## config.mk

```make
export PLATFORM = sky130hd
export DESIGN_NAME = hazard_ctrl
export DESIGN_NICKNAME = d
export VERILOG_FILES = /design/src/rtl/hazard_ctrl.sv
export SDC_FILE = /design/constraint.sdc
export NUM_CORES = 1
export LEC_CHECK = 0
export BUFFER_PORTS_ARGS = -buffer_cell sky130_fd_sc_hd__buf_2
export CAP_MARGIN = 10
export CORE_AREA = 2 2 69 71
export DETAILED_ROUTE_END_ITERATION = 16
export DIE_AREA = 0 0 71 73
export HOLD_SLACK_MARGIN = 0.02
export PLACE_DENSITY = 0.76
export SYNTH_ARGS = -nofsm -noshare
export SYNTH_HDL_FRONTEND = slang
export SYNTH_SLANG_ARGS = --single-unit
```

## constraint.sdc

```tcl
create_clock -name clk -period 3.25 [get_ports clk]
set_clock_uncertainty 0.05 [all_clocks]
set_input_delay 0.325 -clock clk [delete_from_list [all_inputs] [get_ports clk]]
set_output_delay 0.325 -clock clk [all_outputs]
set_load 0.1 [all_outputs]
```

## src/rtl/hazard_ctrl.sv

```systemverilog
// Pipeline hazard/stall sequencer: load-use interlock, multi-cycle divider stall,
// branch/exception flushes and a saturating stall-cycle counter.
module hazard_ctrl #(
  parameter int unsigned REG_LOG = 5,
  parameter int unsigned DIV_LAT = 16,
  parameter int unsigned CNT_W   = 32
) (
  input  logic                 clk,
  input  logic                 rstn,
  input  logic [3*REG_LOG-1:0] rs_ID,
  input  logic [2:0]           rs_use_ID,
  input  logic [REG_LOG-1:0]   rd_EX,
  input  logic                 MEM_read_EX,
  input  logic                 div_start_EX,
  input  logic                 br_taken_EX,
  input  logic                 excp_flush,
  output logic                 stall_IF,
  output logic                 stall_ID,
  output logic                 stall_EX,
  output logic                 flush_ID,
  output logic                 flush_EX,
  output logic                 flush_MEM,
  output logic                 div_done,
  output logic [1:0]           state,
  output logic [CNT_W-1:0]     stall_cnt
);

  localparam int unsigned DivCntW = (DIV_LAT > 2) ? $clog2(DIV_LAT) : 1;
  localparam logic [DivCntW-1:0] DivLoad = DivCntW'(DIV_LAT - 1);

  typedef enum logic [1:0] {
    StIdle    = 2'd0,
    StDivRun  = 2'd1,
    StDivDone = 2'd2
  } state_e;

  state_e             state_q, state_d;
  logic [DivCntW-1:0] div_cnt_q, div_cnt_d;
  logic [CNT_W-1:0]   stall_cnt_q, stall_cnt_d;
  logic               lu;

  always_comb begin
    lu = 1'b0;
    for (int i = 0; i < 3; i++) begin
      if (rs_use_ID[i] && (rs_ID[i*REG_LOG +: REG_LOG] == rd_EX)) lu = 1'b1;
    end
    lu = lu & MEM_read_EX & (|rd_EX);
  end

  always_comb begin
    stall_IF  = 1'b0;
    stall_ID  = 1'b0;
    stall_EX  = 1'b0;
    flush_ID  = 1'b0;
    flush_EX  = 1'b0;
    flush_MEM = 1'b0;
    div_done  = 1'b0;
    state_d   = state_q;
    div_cnt_d = div_cnt_q;
    if (!rstn) begin
      // Controls stay low during reset; the registers are cleared in always_ff.
      state_d = StIdle;
    end else if (excp_flush) begin
      flush_ID  = 1'b1;
      flush_EX  = 1'b1;
      flush_MEM = 1'b1;
      state_d   = StIdle;
    end else begin
      case (state_q)
        StIdle: begin
          if (div_start_EX) begin
            // The accepting cycle already counts as the first stall cycle.
            stall_IF  = 1'b1;
            stall_ID  = 1'b1;
            stall_EX  = 1'b1;
            flush_MEM = 1'b1;
            state_d   = StDivRun;
            div_cnt_d = DivLoad;
          end else if (br_taken_EX) begin
            flush_ID = 1'b1;
            flush_EX = 1'b1;
          end else if (lu) begin
            stall_IF = 1'b1;
            stall_ID = 1'b1;
            flush_EX = 1'b1;
          end
        end
        StDivRun: begin
          stall_IF  = 1'b1;
          stall_ID  = 1'b1;
          stall_EX  = 1'b1;
          flush_MEM = 1'b1;
          if (div_cnt_q == '0) begin
            state_d = StDivDone;
          end else begin
            div_cnt_d = div_cnt_q - 1'b1;
          end
        end
        StDivDone: begin
          div_done = 1'b1;
          state_d  = StIdle;
        end
        default: state_d = StIdle;
      endcase
    end
  end

  always_comb begin
    stall_cnt_d = stall_cnt_q;
    if (stall_IF && !(&stall_cnt_q)) stall_cnt_d = stall_cnt_q + 1'b1;
  end

  always_ff @(posedge clk) begin
    if (!rstn) begin
      state_q     <= StIdle;
      div_cnt_q   <= '0;
      stall_cnt_q <= '0;
    end else begin
      state_q     <= state_d;
      div_cnt_q   <= div_cnt_d;
      stall_cnt_q <= stall_cnt_d;
    end
  end

  assign state     = state_q;
  assign stall_cnt = stall_cnt_q;

endmodule

```

==> impl_results.md <==
- Status: finished clean
- Worst Max-Slew Pin Slew: roughly 0.85 ns
- Die Y-Extent: ~73 um
- Yosys reg bits: 38
- Final hold violation count: 0
- Num CTS Buffers: 5
- TritonCTS clock tree: built
- Post-synth net total: 288
- Max Fclk: 346 MHz
- Buffers on Ports: 69
- Fillers: roughly 430
- Global-route wire length before repair: 8290 um
- Vias: 2097
- Largest net degree at the start of global routing: 31
- Root buf cell: clkbuf_8
- Share of cells above drive strength 1: 28.9%
- Post-Syn Area: approximately 0.0021 mm^2
- Drt first pass iters: 4
- DR WL/cell: 13.0 um
- CP Launch Type: register
- Commonest non-fill, non-tap cell in the layout: buf_2
- # diodes: 0
- Final Total Pwr: 0.928 mW
- Crit path kind: reg -> out
- Post-Place Worst Slack: 0.555 ns
- Die X: 71 um
- Gr ovfl total: 0
- Most frequent cells in the layout: buf_2 (69), dfxtp_1 (36), nor2_1 (35)
- Number of global-route vias before repair: 1861
- Initial Util: 46.8%
- Core area: 0.00454 mm^2
- CP most frequent cell: clkinvlp_4
- Reg2reg start: stall_cnt[2]
- Critical Path RT: 2.87 ns
- ANT nets after route: 0
- Synth top area cells: dfxtp_1 (36%), xnor2_1 (9.5%), nor2_1 (6.2%), xor2_1 (5.0%), a21oi_1 (3.1%)
- CTS Hold Bufs: 0
- Sequential-to-total area share from yosys stat: between 30% and 40%
- Period utilization: 89.0%
- Maximum clock path buffer count: 2
- Crit path DAT: 2.52 ns
- P&R area growth vs syn: 24.4%
- Die area: 0.00518 mm^2
- Post-synth EDFFs: 0
- Largest area contributor in the netlist: dfxtp_1
- Clock Pin Slew Worst Setup and Hold Paths: 0.08 ns
- Syn_area_per_cell: slightly above 8 um^2
- Hold Crit Class: in -> reg
- Gr usage total: 19.8%
- Io pins: 70
- Peak VDD IR: 0.193 mV
- Post-CTS Setup Inserts: 0
- Max-slew violations: 0
- Top-area cell type share of the netlist area: between 30% and 40%
- R2R Path End: stall_cnt[25]
- Hold Path Cell Cnt: 2
- Row cnt: 25
- Max H-tree Level: 2
- Relative slew margins: a little over two fifths
- Mapped Cells: 257
- Via-to-Cell Ratio: 5.48
- Max-cap viol count: 0
- Critical path's largest stage delay: around 0.77 ns
- Crit-path leading delay family: compound AO/OA/AOI/OAI gates
- FF-to-FF setup slack: 0.63 ns
- CP max stage cell: o41ai_4
- Placed Area: 0.00255 mm^2
- Warnings from Yosys: 0
- Worst Hold End: state[1]
- CP max FO: 13
- Clock period minus worst slack: 2.89 ns
- Synth cell types: 48
- Setup TNS Final: 0 ns
- PD cells: approximately 350 mW/mm^2
- CTS Sinks: 38
- Final design instance area without fill: 0.00264 mm^2
- Resized Gates After CTS: 0
- Leak: 1.06 nW
- Worst-Skew Late Latency: about 0.29 ns
- FF-to-FF path depth: 8
- Cells along the critical path: nor2_1 > or3_4 > clkinvlp_4 > o41ai_4 > clkinvlp_4 > buf_2
- Most used flip-flop cell after synthesis: dfxtp_1
- Count of final setup violators: 0
- Min-delay src: excp_flush
- # DRC: 0
- Final WS setup: 0.358 ns
- Worst setup EP type: output pin
- Post-synth ARST share: 0%
- Routability cong.: 0.802
- Share of the core filled with cells: 58.2%
- Final wirelength: 4990 um
- RSZ-0062 raised after global routing: false
- Initial drt markers: 119
- Antenna violations before repair: 0
- Bufs and invs on worst path: 3
- HPWL after DPL: 3820 um
- Nets: roughly 360
[state kept, by name, indices dropped and copies added (netlist names)]
| register | flops |
|---|---|
| stall_cnt | 32 |
| div_cnt_q | 4 |
| state | 2 |
[routing by layer]
layer | vias to the layer above | share of wire, % | wire length [um] | global-route usage [%]
li1 | 1058 | - | - | -
met1 | 973 | 47 | 2320 | 25.8
met2 | 58 | 47 | 2370 | 32.3
met3 | 8 | 4.5 | 224 | 3.73
met4 | 0 | 1.5 | 76 | 8.60
met5 | - | 0 | 0 | 0
[worst max path at each step]
| stage | start | end | cells after the start |
|---|---|---|---|
| 6_report | state[0] | stall_IF | 6 |
| 5_1_grt | state[0] | stall_IF | 6 |
| 4_1_cts | state[0] | stall_IF | 6 |
| 3_5_place_dp | rd_EX[4] | stall_IF | 7 |
| 3_3_place_gp | rd_EX[0] | stall_ID | 7 |
| 2_1_floorplan | state[1] | stall_IF | 7 |
[final cells by class]
cell class              count  area [um^2]  share of cell area (%)
multi-input cells         200         1300                    49.3
flip-flops and latches     38          768                    29.1
repair buffers             72          368                    13.9
clock buffers               7         76.3                    2.89
well taps                  54         67.6                    2.56
inverters                  11         48.8                    1.85
clock inverters             1         7.51                   0.285
[synthesized netlist by cell type, types with 5 or more instances]
cell,count
dfxtp_1,38
o21ai_0,5
and3_1,9
nand2_1,16
nor4_1,10
nand3_1,13
xor2_1,12
nor2_1,35
a21oi_1,13
inv_1,10
or3_1,5
xnor2_1,23
nor3_1,10
[power by group]
group | switching [mW] | total [mW] | internal, mW
clock | 0.163 | 0.314 | 0.152
sequential | 0.00618 | 0.477 | 0.471
combinational | 0.0917 | 0.137 | 0.0449
[worst reg2reg max path: cells and delay by family (launching register included)]
| family | cells | cell delay (ns) |
|---|---|---|
| compound gates | 2 | 0.36 |
| flops | 1 | 0.46 |
| buf+inv | 1 | 0.30 |
| simple gates | 5 | 1.39 |
[kinds of logic (layout without fill, tap and decap cells)]
| group | count (synthesis) | count (layout) | synth area share (%) |
|---|---|---|---|
| AO/OA/AOI/OAI | 34 | 34 | 10.6 |
| flip-flops | 38 | 38 | 35.9 |
| multiplexers | 1 | 1 | 0.472 |
| XOR/XNOR | 35 | 35 | 14.5 |
| buffers and inverters | 19 | 91 | 4.07 |
| AND/OR/NAND/NOR | 128 | 128 | 33.4 |
| adder cells (fa/ha/maj) | 2 | 2 | 1.18 |
[metrics by stage]
step,hold slack (ns),std cells
3_5_place_dp,0.411,375
3_3_place_gp,0.415,375
6_report,0.242,383
5_1_grt,0.244,383
2_1_floorplan,0.341,257
4_1_cts,0.241,383
Power figures use the tool's default switching activity.
